===== src/rtl/ssd1331_pkg.sv =====
// Shared SSD1331 constants, opcodes and the command-parser state type.
package ssd1331_pkg;

  localparam int WIDTH  = 96;
  localparam int HEIGHT = 64;

  localparam logic [7:0] CMD_COL         = 8'h15;
  localparam logic [7:0] CMD_ROW         = 8'h75;
  localparam logic [7:0] CMD_REMAP       = 8'hA0;
  localparam logic [7:0] CMD_START_LINE  = 8'hA1;
  localparam logic [7:0] CMD_OFFSET      = 8'hA2;
  localparam logic [7:0] CMD_NORMAL      = 8'hA4;
  localparam logic [7:0] CMD_MASTER_CFG  = 8'hAD;
  localparam logic [7:0] CMD_DISPLAY_OFF = 8'hAE;
  localparam logic [7:0] CMD_DISPLAY_ON  = 8'hAF;

  typedef enum logic [2:0] {
    IDLE  = 3'd0,
    COL_S = 3'd1,
    COL_E = 3'd2,
    ROW_S = 3'd3,
    ROW_E = 3'd4
  } parse_state_t;

  function automatic logic [7:0] clamp_addr(input logic [7:0] v, input logic [7:0] lim);
    return (v > lim) ? lim : v;
  endfunction

endpackage


===== src/rtl/spi_byte_rx.sv =====
// Oversampling SPI mode-0 byte receiver: synchronises the pins, detects
// rising sclk edges and emits one byte_valid pulse per complete byte.
module spi_byte_rx
  import ssd1331_pkg::*;
(
  input  logic       clk,
  input  logic       reset,
  input  logic       i_csn,
  input  logic       i_sclk,
  input  logic       i_mosi,
  input  logic       i_dc,
  input  logic       i_resn,
  output logic       o_byte_valid,
  output logic [7:0] o_byte,
  output logic       o_dc,
  output logic       o_resn_s
);

  // bit order in the synchroniser vectors: {resn, dc, mosi, sclk, csn}
  logic [4:0] r_sync1;
  logic [4:0] r_sync2;
  logic       r_sclk_prev;
  logic [6:0] r_shift;
  logic [2:0] r_cnt;

  logic w_csn_s;
  logic w_sclk_s;
  logic w_mosi_s;
  logic w_dc_s;
  logic w_rise;

  assign w_csn_s  = r_sync2[0];
  assign w_sclk_s = r_sync2[1];
  assign w_mosi_s = r_sync2[2];
  assign w_dc_s   = r_sync2[3];
  assign o_resn_s = r_sync2[4];
  assign w_rise   = w_sclk_s & ~r_sclk_prev;

  // two-flop synchronisers plus the delayed sclk used for edge detection
  always_ff @(posedge clk or posedge reset) begin
    if (reset) begin
      r_sync1     <= 5'b00000;
      r_sync2     <= 5'b00000;
      r_sclk_prev <= 1'b0;
    end else begin
      r_sync1     <= {i_resn, i_dc, i_mosi, i_sclk, i_csn};
      r_sync2     <= r_sync1;
      r_sclk_prev <= w_sclk_s;
    end
  end

  // shift register and bit counter; csn high or panel reset drops a partial byte
  always_ff @(posedge clk or posedge reset) begin
    if (reset) begin
      r_shift      <= 7'd0;
      r_cnt        <= 3'd0;
      o_byte_valid <= 1'b0;
      o_byte       <= 8'h00;
      o_dc         <= 1'b0;
    end else if (!o_resn_s || w_csn_s) begin
      r_cnt        <= 3'd0;
      o_byte_valid <= 1'b0;
    end else begin
      o_byte_valid <= 1'b0;
      if (w_rise) begin
        r_shift <= {r_shift[5:0], w_mosi_s};
        r_cnt   <= r_cnt + 3'd1;
        if (r_cnt == 3'd7) begin
          o_byte_valid <= 1'b1;
          o_byte       <= {r_shift, w_mosi_s};
          o_dc         <= w_dc_s;
        end
      end
    end
  end

endmodule


===== src/rtl/spi_oled_sink.sv =====
// SSD1331 receive-side model: parses window commands and turns each data
// byte into a pixel-write strobe at the current cursor.
module spi_oled_sink
  import ssd1331_pkg::*;
#(
  parameter int         WIDTH   = ssd1331_pkg::WIDTH,
  parameter int         HEIGHT  = ssd1331_pkg::HEIGHT,
  parameter logic [7:0] CMD_COL = ssd1331_pkg::CMD_COL,
  parameter logic [7:0] CMD_ROW = ssd1331_pkg::CMD_ROW
) (
  input  logic       clk,
  input  logic       reset,
  input  logic       oled_csn,
  input  logic       oled_clk,
  input  logic       oled_mosi,
  input  logic       oled_dc,
  input  logic       oled_resn,
  output logic       pixel_valid,
  output logic [7:0] pixel_x,
  output logic [5:0] pixel_y,
  output logic [7:0] pixel_color,
  output logic       cmd_valid,
  output logic [7:0] cmd_byte,
  output logic       frame_done
);

  localparam logic [7:0] X_MAX = 8'(WIDTH - 1);
  localparam logic [5:0] Y_MAX = 6'(HEIGHT - 1);

  logic       w_byte_valid;
  logic [7:0] w_byte;
  logic       w_dc;
  logic       w_resn_s;

  parse_state_t r_state;
  parse_state_t w_state_n;
  logic         w_cmd_hit;

  logic [7:0] r_col_start, r_col_end, r_x;
  logic [5:0] r_row_start, r_row_end, r_y;
  logic [7:0] w_x_next;
  logic [5:0] w_y_next;
  logic [7:0] w_col_val;
  logic [5:0] w_row_val;

  spi_byte_rx u_rx (
    .clk          (clk),
    .reset        (reset),
    .i_csn        (oled_csn),
    .i_sclk       (oled_clk),
    .i_mosi       (oled_mosi),
    .i_dc         (oled_dc),
    .i_resn       (oled_resn),
    .o_byte_valid (w_byte_valid),
    .o_byte       (w_byte),
    .o_dc         (w_dc),
    .o_resn_s     (w_resn_s)
  );

  assign w_col_val = clamp_addr(w_byte, X_MAX);
  assign w_row_val = (w_byte > {2'b00, Y_MAX}) ? Y_MAX : w_byte[5:0];

  // cursor advance: wrap at window end or at the panel edge (start > end case)
  always_comb begin
    w_x_next = r_x + 8'd1;
    w_y_next = r_y;
    if ((r_x == r_col_end) || (r_x == X_MAX)) begin
      w_x_next = r_col_start;
      if ((r_y == r_row_end) || (r_y == Y_MAX)) begin
        w_y_next = r_row_start;
      end else begin
        w_y_next = r_y + 6'd1;
      end
    end else begin
      w_y_next = r_y;
    end
  end

  // parser next state; only command bytes move the FSM
  always_comb begin
    w_state_n = r_state;
    w_cmd_hit = 1'b0;
    if (w_byte_valid && !w_dc) begin
      case (r_state)
        IDLE: begin
          if (w_byte == CMD_COL) begin
            w_state_n = COL_S;
          end else if (w_byte == CMD_ROW) begin
            w_state_n = ROW_S;
          end else begin
            w_cmd_hit = 1'b1;
          end
        end
        COL_S:   w_state_n = COL_E;
        COL_E:   w_state_n = IDLE;
        ROW_S:   w_state_n = ROW_E;
        ROW_E:   w_state_n = IDLE;
        default: w_state_n = IDLE;
      endcase
    end else begin
      w_state_n = r_state;
    end
  end

  // parser state register
  always_ff @(posedge clk or posedge reset) begin
    if (reset) begin
      r_state <= IDLE;
    end else if (!w_resn_s) begin
      r_state <= IDLE;
    end else begin
      r_state <= w_state_n;
    end
  end

  // window, cursor and output strobes; panel reset wins over a completing byte
  always_ff @(posedge clk or posedge reset) begin
    if (reset) begin
      pixel_valid <= 1'b0;
      pixel_x     <= 8'd0;
      pixel_y     <= 6'd0;
      pixel_color <= 8'h00;
      cmd_valid   <= 1'b0;
      cmd_byte    <= 8'h00;
      frame_done  <= 1'b0;
      r_col_start <= 8'd0;
      r_col_end   <= X_MAX;
      r_row_start <= 6'd0;
      r_row_end   <= Y_MAX;
      r_x         <= 8'd0;
      r_y         <= 6'd0;
    end else begin
      pixel_valid <= 1'b0;
      cmd_valid   <= 1'b0;
      frame_done  <= 1'b0;
      if (!w_resn_s) begin
        r_col_start <= 8'd0;
        r_col_end   <= X_MAX;
        r_row_start <= 6'd0;
        r_row_end   <= Y_MAX;
        r_x         <= 8'd0;
        r_y         <= 6'd0;
      end else if (w_byte_valid && w_dc) begin
        pixel_valid <= 1'b1;
        pixel_x     <= r_x;
        pixel_y     <= r_y;
        pixel_color <= w_byte;
        frame_done  <= (r_x == r_col_end) && (r_y == r_row_end);
        r_x         <= w_x_next;
        r_y         <= w_y_next;
      end else if (w_byte_valid) begin
        case (r_state)
          IDLE: begin
            if (w_cmd_hit) begin
              cmd_valid <= 1'b1;
              cmd_byte  <= w_byte;
            end
          end
          COL_S: r_col_start <= w_col_val;
          COL_E: begin
            r_col_end <= w_col_val;
            r_x       <= r_col_start;
          end
          ROW_S: r_row_start <= w_row_val;
          ROW_E: begin
            r_row_end <= w_row_val;
            r_y       <= r_row_start;
          end
          default: ;
        endcase
      end
    end
  end

endmodule

===== config.mk =====
export PLATFORM = sky130hd
export DESIGN_NAME = spi_oled_sink
export DESIGN_NICKNAME = d
export VERILOG_FILES = /design/src/rtl/ssd1331_pkg.sv /design/src/rtl/spi_byte_rx.sv /design/src/rtl/spi_oled_sink.sv
export SDC_FILE = /design/constraint.sdc
export NUM_CORES = 1
export LEC_CHECK = 0
export BUFFER_PORTS_ARGS = -buffer_cell sky130_fd_sc_hd__buf_2
export CAP_MARGIN = 20
export CORE_AREA = 2 2 113 115
export CTS_CLUSTER_DIAMETER = 120
export DETAILED_ROUTE_END_ITERATION = 16
export DIE_AREA = 0 0 115 117
export HOLD_SLACK_MARGIN = 0.15
export PLACE_DENSITY = 0.58
export SKIP_LAST_GASP = 1
export SYNTH_ARGS = -nofsm -noshare
export SYNTH_HDL_FRONTEND = slang
export SYNTH_SLANG_ARGS = --single-unit

===== constraint.sdc =====
create_clock -name clk -period 11.1 [get_ports clk]
set_input_delay 2.22 -clock clk [delete_from_list [all_inputs] [get_ports clk]]
set_output_delay 2.22 -clock clk [all_outputs]
set_load 0.01 [all_outputs]

==> out/qor.csv, run 1 <==
stage,metric,value,unit
run_status,outcome,"complete, no violations",
timing,RSZ-0062 raised after global routing,false,
worst_setup_path,CP max stage delay,0.39,ns
floorplan,Die Ht,117,um
route,drt via density,5.261,
worst_setup_path,Crit-path slowest cell,dfrtp_1,
timing,Worst-Margin Slew,0.8440,ns
cts,clock latency on the worst-skew pair,0.35,ns
grt,vias in the first global route,3173,
place,input/output buffers,39,
logic_synthesis,Mapped Avg Cell Area,11.64,sq um
timing,setup violators final,0,
grt,global-route usage over all layers,0.1524,
logic_synthesis,Post-Syn Area,0.004761,sq mm
finish,layout cell share with drive strength beyond 1,0.2924,
power,maximum vdd drop,0.06447,mV
worst_setup_path,"critical path fanouts, max",2,
route,vias,3146,
floorplan,Die Wd,115,um
logic_synthesis,Yosys reg bits,109,
route,DR pass1 iterations,4,
worst_setup_path,Bufs and invs on worst path,1,
route,DRT iter0 DRCs,133,
route,number of antenna-violating nets in the routed design,0,
cts,PostCTS Resize Cnt,0,
floorplan,Cell Rows,41,
grt,largest net degree at the start of global routing,59,
place,hpwl dp,6464,um
floorplan,CORE AREA,0.01231,sq mm
route,drt wl/cell,15.68,um
finish,Layout Area Growth over Synthesis,13.04,%
cts,"CTS clk-pin slew, worst paths",0.07,ns
cts,# hold bufs at CTS,0,
timing,max-slew violations,0,
place,placed insts,582,
timing,Slew HR,0.4367,
power,Pwr per Cell Area,142.8,mW/mm^2
cts,post-CTS setup buffer count,0,
cts,CTS Buf Count,9,
logic_synthesis,most common cell in the netlist,dfrtp_1,
worst_setup_path,reg2reg start,u_rx.r_sync2[4],
timing,final setup skew,0.006705,ns
cts,clk root buf,clkbuf_16,
cts,H-tree levels,3,
logic_synthesis,register area share after synthesis,0.5761,
logic_synthesis,Gate Count Post-Synth,409,
finish,ant diodes,0,
logic_synthesis,Commonest cells post-synth,"dfrtp_1, mux2_2, nor2_1",
worst_hold_path,min-delay worst type,flop to flop,
finish,area of the multi-input gates,0.001863,sq mm
timing,Fin Setup TNS,0,ns
worst_setup_path,"critical path, cell by cell",buf_2,
worst_setup_path,kind of critical path,flop to output port,
timing,final critical-path share of the clock period,0.2793,
worst_hold_path,hold path depth,0,
grt,initial antenna violation count,0,
grt,first-pass GRT wire length,15900,um
worst_setup_path,Crit path max-delay family,flip-flops,
logic_synthesis,library cells used by synthesis,56,
logic_synthesis,top_reg_cell synth,dfrtp_1,
finish,flip-flop and latch area,0.002743,sq mm
logic_synthesis,Synth top area share,0.5099,
finish,final cell count without fillers,598,
logic_synthesis,ys async rst share,1.000,
timing,fmax,322.5,MHz
worst_setup_path,startpoint type of the worst setup path,flop,
floorplan,IO Count,40,
route,DRC errors left,0,
worst_setup_path,reg2reg path depth,3,
cts,Max Root-Sink Buffers,2,
timing,Final Hold Viols,0,
floorplan,Initial Util,0.3867,
worst_setup_path,CP Capture Type,output port,
logic_synthesis,syn nets,420,
route,Routed WL,9374,um
finish,Nets,454,
cts,CTS tree,yes,
finish,# fillers,1170,
worst_hold_path,Hold Crit Start,u_rx.r_sync1[0],
logic_synthesis,"EDFF count, synth",0,
timing,Final min period,3.101,ns
worst_setup_path,Reg2Reg Setup Slack,8.54,ns
logic_synthesis,Synth area leaders,"dfrtp_1, mux2_2, dfstp_2",
worst_hold_path,WHS Endpoint,u_rx.r_sync2[0],
grt,gr ovfl total,0,
floorplan,die area,0.01346,sq mm
worst_setup_path,CP required,8.88,ns
logic_synthesis,Synthesis Warnings,0,
logic_synthesis,largest area contributor in the netlist,dfrtp_1,
worst_setup_path,WP data arrival,0.88,ns
place,Placer Congestion,0.8377,
power,leak pwr,2.548,nW
worst_setup_path,r2r endpoint,cmd_byte[0],
cts,Clock Sinks,109,
job,maxcap violations,0,
cell type report:
class,instances,area share
well taps,150,0.03488
multi-input cells,265,0.3462
inverters,15,0.01093
repair buffers,43,0.04185
clock inverters,3,0.008138
flip-flops and latches,109,0.5096
clock buffers,13,0.04836
stage by stage:
step / setup WS [ns] / total power, mW / hold slack, ns / utilization / area [sq um]
2_1_floorplan: 6.026 / 0.4439 / 0.3312 / - / 4761
3_3_place_gp: 7.551 / 0.4517 / 0.3321 / 0.4118 / 5070
3_5_place_dp: 7.521 / 0.4532 / 0.3355 / 0.4124 / 5077
4_1_cts: 7.903 / 0.7801 / 0.3488 / 0.4371 / 5381
5_1_grt: 7.736 / 0.7998 / 0.3620 / 0.4371 / 5381
6_report: 7.999 / 0.7683 / 0.3459 / 0.4371 / 5381
worst max-delay path by stage:
stage                     start             end  slack (ns)  cells after the start
floorplan                 reset     cmd_byte[0]        6.03                      1
global placement          reset          r_x[4]        7.55                      3
detailed placement        reset      pixel_x[6]        7.52                      3
finish              cmd_byte[7]     cmd_byte[7]        8.00                      1
global route              reset          r_x[4]        7.74                      3
CTS                       reset  r_col_start[1]        7.90                      3
sequential cells by signal (all words and copies together) (netlist names), 5 cells and up:
name / flops
u_rx.r_sync1: 5
cmd_byte: 8
r_col_start: 8
pixel_color: 8
r_col_end: 8
r_y: 6
u_rx.r_shift: 7
u_rx.r_sync2: 5
r_row_end: 6
pixel_x: 8
r_row_start: 6
r_x: 8
pixel_y: 6
u_rx.o_byte: 8
kinds of logic after synthesis:
kind of cell | after synthesis | share of synthesized area
simple gates | 127 | 0.1332
flops | 109 | 0.5761
compound gates | 73 | 0.1096
mux | 45 | 0.1070
buf+inv | 35 | 0.03259
xor+xnor | 16 | 0.03101
fa+ha+maj | 4 | 0.01051
layout by cell type (no fill, tap or decap), drive strengths merged, types with 5 or more instances in the layout:
| cell | instances |
|---|---|
| a211oi | 7 |
| a22o | 5 |
| dfrtp | 97 |
| o211ai | 7 |
| o22ai | 6 |
| nor3 | 22 |
| dfstp | 12 |
| mux2 | 44 |
| nor2 | 42 |
| nand3 | 6 |
| nand4 | 5 |
| buf | 43 |
| o21ai | 12 |
| inv | 15 |
| a21oi | 23 |
| xnor2 | 15 |
| nand2 | 28 |
| clkbuf | 13 |
report_power, final:
group / switching [mW] / internal (mW)
sequential: 0.00806 / 0.409
combinational: 0.0162 / 0.0107
clock: 0.136 / 0.187
total: 0.161 / 0.608
per-layer routing:
layer  wire length [um]  vias up  GRT usage  share of wire
met5                  0        -          0              0
met4                269        0    0.08353          0.029
met3                388       19    0.02781          0.041
met2               4242       66     0.2365           0.45
met1               4473     1547     0.2042           0.48
li1                   -     1514          -              -
(Power assumes the default switching activity.)
==> run 2: changes to the inputs <==
--- a/config.mk
+++ b/config.mk
@@ -5,14 +5,15 @@
 export SDC_FILE = /design/constraint.sdc
 export NUM_CORES = 1
 export LEC_CHECK = 0
+export ABC_AREA = 1
 export BUFFER_PORTS_ARGS = -buffer_cell sky130_fd_sc_hd__buf_2
 export CAP_MARGIN = 20
-export CORE_AREA = 2 2 113 115
+export CORE_AREA = 2 2 115 117
 export CTS_CLUSTER_DIAMETER = 120
 export DETAILED_ROUTE_END_ITERATION = 16
-export DIE_AREA = 0 0 115 117
+export DIE_AREA = 0 0 117 119
 export HOLD_SLACK_MARGIN = 0.15
-export PLACE_DENSITY = 0.58
+export PLACE_DENSITY = 0.6
 export SKIP_LAST_GASP = 1
 export SYNTH_ARGS = -nofsm -noshare
 export SYNTH_HDL_FRONTEND = slang
==> constraint.sdc (replaced) <==
create_clock -name clk -period 2.5 [get_ports clk]
set_input_delay 0.5 -clock clk [delete_from_list [all_inputs] [get_ports clk]]
set_output_delay 0.5 -clock clk [all_outputs]
set_load 0.01 [all_outputs]
==> out/qor.csv, run 2 <==
stage,metric,value,unit,change
run_status,outcome,"complete, no violations",,
route,Routed WL,10400,um,+11%
cts,clock latency on the worst-skew pair,0.35,ns,about the same
logic_synthesis,Post-Syn Area,0.004937,sq mm,+3.7%
route,DRC errors left,0,,unchanged
power,Pwr per Cell Area,644.9,mW/mm^2,+350%
cts,clk root buf,clkbuf_16,,
logic_synthesis,library cells used by synthesis,37,,-34%
logic_synthesis,largest area contributor in the netlist,dfrtp_1,,
cts,post-CTS setup buffer count,0,,unchanged
power,leak pwr,2.793,nW,+9.6%
route,DRT iter0 DRCs,180,,+35%
worst_setup_path,WP data arrival,2.19,ns,+1.31 ns
grt,vias in the first global route,3535,,+11%
cts,CTS tree,yes,,
job,maxcap violations,0,,unchanged
logic_synthesis,Synth top area share,0.4916,,-0.01822
finish,ant diodes,0,,unchanged
floorplan,die area,0.01392,sq mm,+3.5%
worst_setup_path,CP required,2.79,ns,-6.09 ns
logic_synthesis,Yosys reg bits,109,,unchanged
route,drt wl/cell,13.19,um,-16%
worst_setup_path,startpoint type of the worst setup path,flop,,
timing,fmax,524.8,MHz,
worst_setup_path,Worst Setup SP,u_rx.o_byte_valid,,
logic_synthesis,Commonest cells post-synth,"nand2_1, dfrtp_1, inv_1",,
finish,"commonest non-fill, non-tap cell in the layout",nand2_1,,
worst_setup_path,Reg2Reg Setup Slack,0.59,ns,-7.95 ns
floorplan,Die Wd,117,um,+1.7%
cts,CTS Buf Count,9,,unchanged
floorplan,CORE AREA,0.01287,sq mm,+4.6%
finish,Layout Area Growth over Synthesis,14.14,%,
timing,Final min period,1.906,ns,
cts,Clock Sinks,109,,unchanged
logic_synthesis,Synthesis Warnings,0,,unchanged
logic_synthesis,register area share after synthesis,0.5555,,-0.02058
cts,PostCTS Resize Cnt,0,,unchanged
floorplan,Die Ht,119,um,+1.7%
timing,final setup skew,0.007408,ns,+0.0007032 ns
worst_setup_path,reg2reg start,u_rx.o_byte_valid,,
place,input/output buffers,39,,unchanged
place,hpwl dp,7321,um,+13%
cts,# hold bufs at CTS,0,,unchanged
finish,Nets,618,,+36%
timing,final critical-path share of the clock period,0.7622,,
grt,initial antenna violation count,1,,+1
cts,Max Root-Sink Buffers,2,,unchanged
logic_synthesis,most common cell in the netlist,nand2_1,,
place,Placer Congestion,0.9040,,+7.9%
finish,most frequent cells in the layout,"nand2_1, dfrtp_1, inv_1, o21ai_0, buf_2",,
timing,RSZ-0062 raised after global routing,false,,
power,Switch Pwr,823.0,uW,+410%
logic_synthesis,"EDFF count, synth",0,,unchanged
floorplan,Cell Rows,42,,+2.4%
route,vias,3687,,+17%
logic_synthesis,ys async rst share,1.000,,unchanged
timing,max-slew violations,0,,unchanged
timing,Final Hold Viols,0,,unchanged
floorplan,Initial Util,0.3835,,-0.003208
grt,global-route usage over all layers,0.1608,,+0.008386
logic_synthesis,Gate Count Post-Synth,569,,+39%
power,switching fraction of total power,0.2264,,+0.01729
finish,layout cell share with drive strength beyond 1,0.1585,,-0.1339
power,Clk pwr share,0.432,,+0.010
logic_synthesis,Mapped Avg Cell Area,8.677,sq um,-25%
grt,first-pass GRT wire length,17610,um,+11%
logic_synthesis,top_reg_cell synth,dfrtp_1,,
worst_setup_path,"critical path fanouts, max",13,,+11
power,Tot Pwr,3.634,mW,+370%
logic_synthesis,syn nets,580,,+38%
cts,"CTS clk-pin slew, worst paths",0.07,ns,about the same
route,number of antenna-violating nets in the routed design,0,,unchanged
power,P_int,2.811,mW,+360%
worst_hold_path,Hold Crit Start,oled_csn,,
route,DR pass1 iterations,4,,unchanged
timing,Worst-Margin Slew,0.7024,ns,-0.1416 ns
power,maximum vdd drop,0.4900,mV,+660%
timing,setup violators final,0,,unchanged
grt,largest net degree at the start of global routing,110,,+86%
power,Logic pwr share,0.051,,+0.016
grt,gr ovfl total,0,,unchanged
power,Seq pwr share,0.517,,-0.026
timing,Fin Setup TNS,0,ns,unchanged
timing,Slew HR,0.5300,,+0.09332
worst_setup_path,CP Capture Type,flop,,
logic_synthesis,Synth area leaders,"dfrtp_1, nand2_1, dfstp_2",,
cts,H-tree levels,3,,unchanged
worst_hold_path,min-delay worst type,input port to flop,,
route,drt via density,4.679,,-11%
worst_setup_path,kind of critical path,flop to flop,,
floorplan,IO Count,40,,unchanged
[run 2: cell count changes after synthesis, moves of 15 or more]
cell	previous run	this run
o21ai_0	10	57
inv_1	15	65
mux2_2	42	2
a21oi_1	22	5
nand2_1	28	181
nand3_1	6	26
nor3_1	21	6
[run 2: metrics by stage]
stage | utilization | std cells | area, sq um | hold WS [ns] | setup WS (ns)
final | 0.4377 | 788 | 5635 | 0.2480 | 0.5945
after CTS | 0.4377 | 788 | 5635 | 0.2382 | 0.6031
after global routing | 0.4377 | 788 | 5635 | 0.2277 | 0.4463
after floorplan | - | 569 | 4941 | 0.3312 | 0.6943
after global placement | 0.4119 | 772 | 5303 | 0.3337 | 0.6557
after detailed placement | 0.4119 | 772 | 5303 | 0.3372 | 0.6028
[run 2: kinds of logic after synthesis]
| family | Yosys count | synth area share |
|---|---|---|
| simple gates | 281 | 0.2572 |
| flops | 109 | 0.5555 |
| buf+inv | 85 | 0.07121 |
| compound gates | 80 | 0.08718 |
| xor+xnor | 8 | 0.01419 |
| fa+ha+maj | 4 | 0.01014 |
| mux | 2 | 0.004561 |
[run 2: worst paths after layout]
| path | to | cells after the start |
|---|---|---|
| hold / removal | u_rx.r_sync1[0] | 1 |
| setup reg to reg | r_x[5] | 6 |
| hold reg to reg | u_rx.r_sync2[3] | 0 |
| min in group asynchronous | u_rx.r_sync1[3] | 3 |
| setup / recovery | r_x[5] | 6 |
| max in group asynchronous | pixel_x[4] | 3 |
[run 2: worst max-delay path, cell delays in order (launching register included)]
cell,delay (ns)
dfrtp_1,0.40
nand2_1,0.14
inv_1,0.40
nor2_2,0.20
nor2_1,0.47
nand3_1,0.14
nand2_1,0.08
[run 2: final cells by class]
cell class / instances / area, sq um
inverter: 70 / 266.5
multi-input combinational: 375 / 1843
fill: 1265 / 7239
clock inverter: 6 / 93.84
clock buffer: 10 / 239.0
sequential: 109 / 2743
tap: 176 / 220.2
timing repair buffer: 42 / 230.2
[run 2: power groups by stage]
stage               Clock [mW]  Sequential, mW  Combinational [mW]
floorplan                    0            1.90               0.147
global placement             0            1.91               0.184
detailed placement           0            1.91               0.188
CTS                       1.61            1.88               0.188
global route              1.68            1.89               0.216
finish                    1.57            1.88               0.184
[run 2: metal layers]
layer  part of all wire  vias up  track usage
li1                   -     1886            -
met1               0.49     1732       0.2273
met2               0.46       64       0.2388
met3              0.046        5      0.05445
met4             0.0051        0      0.03824
met5                  0        -            0
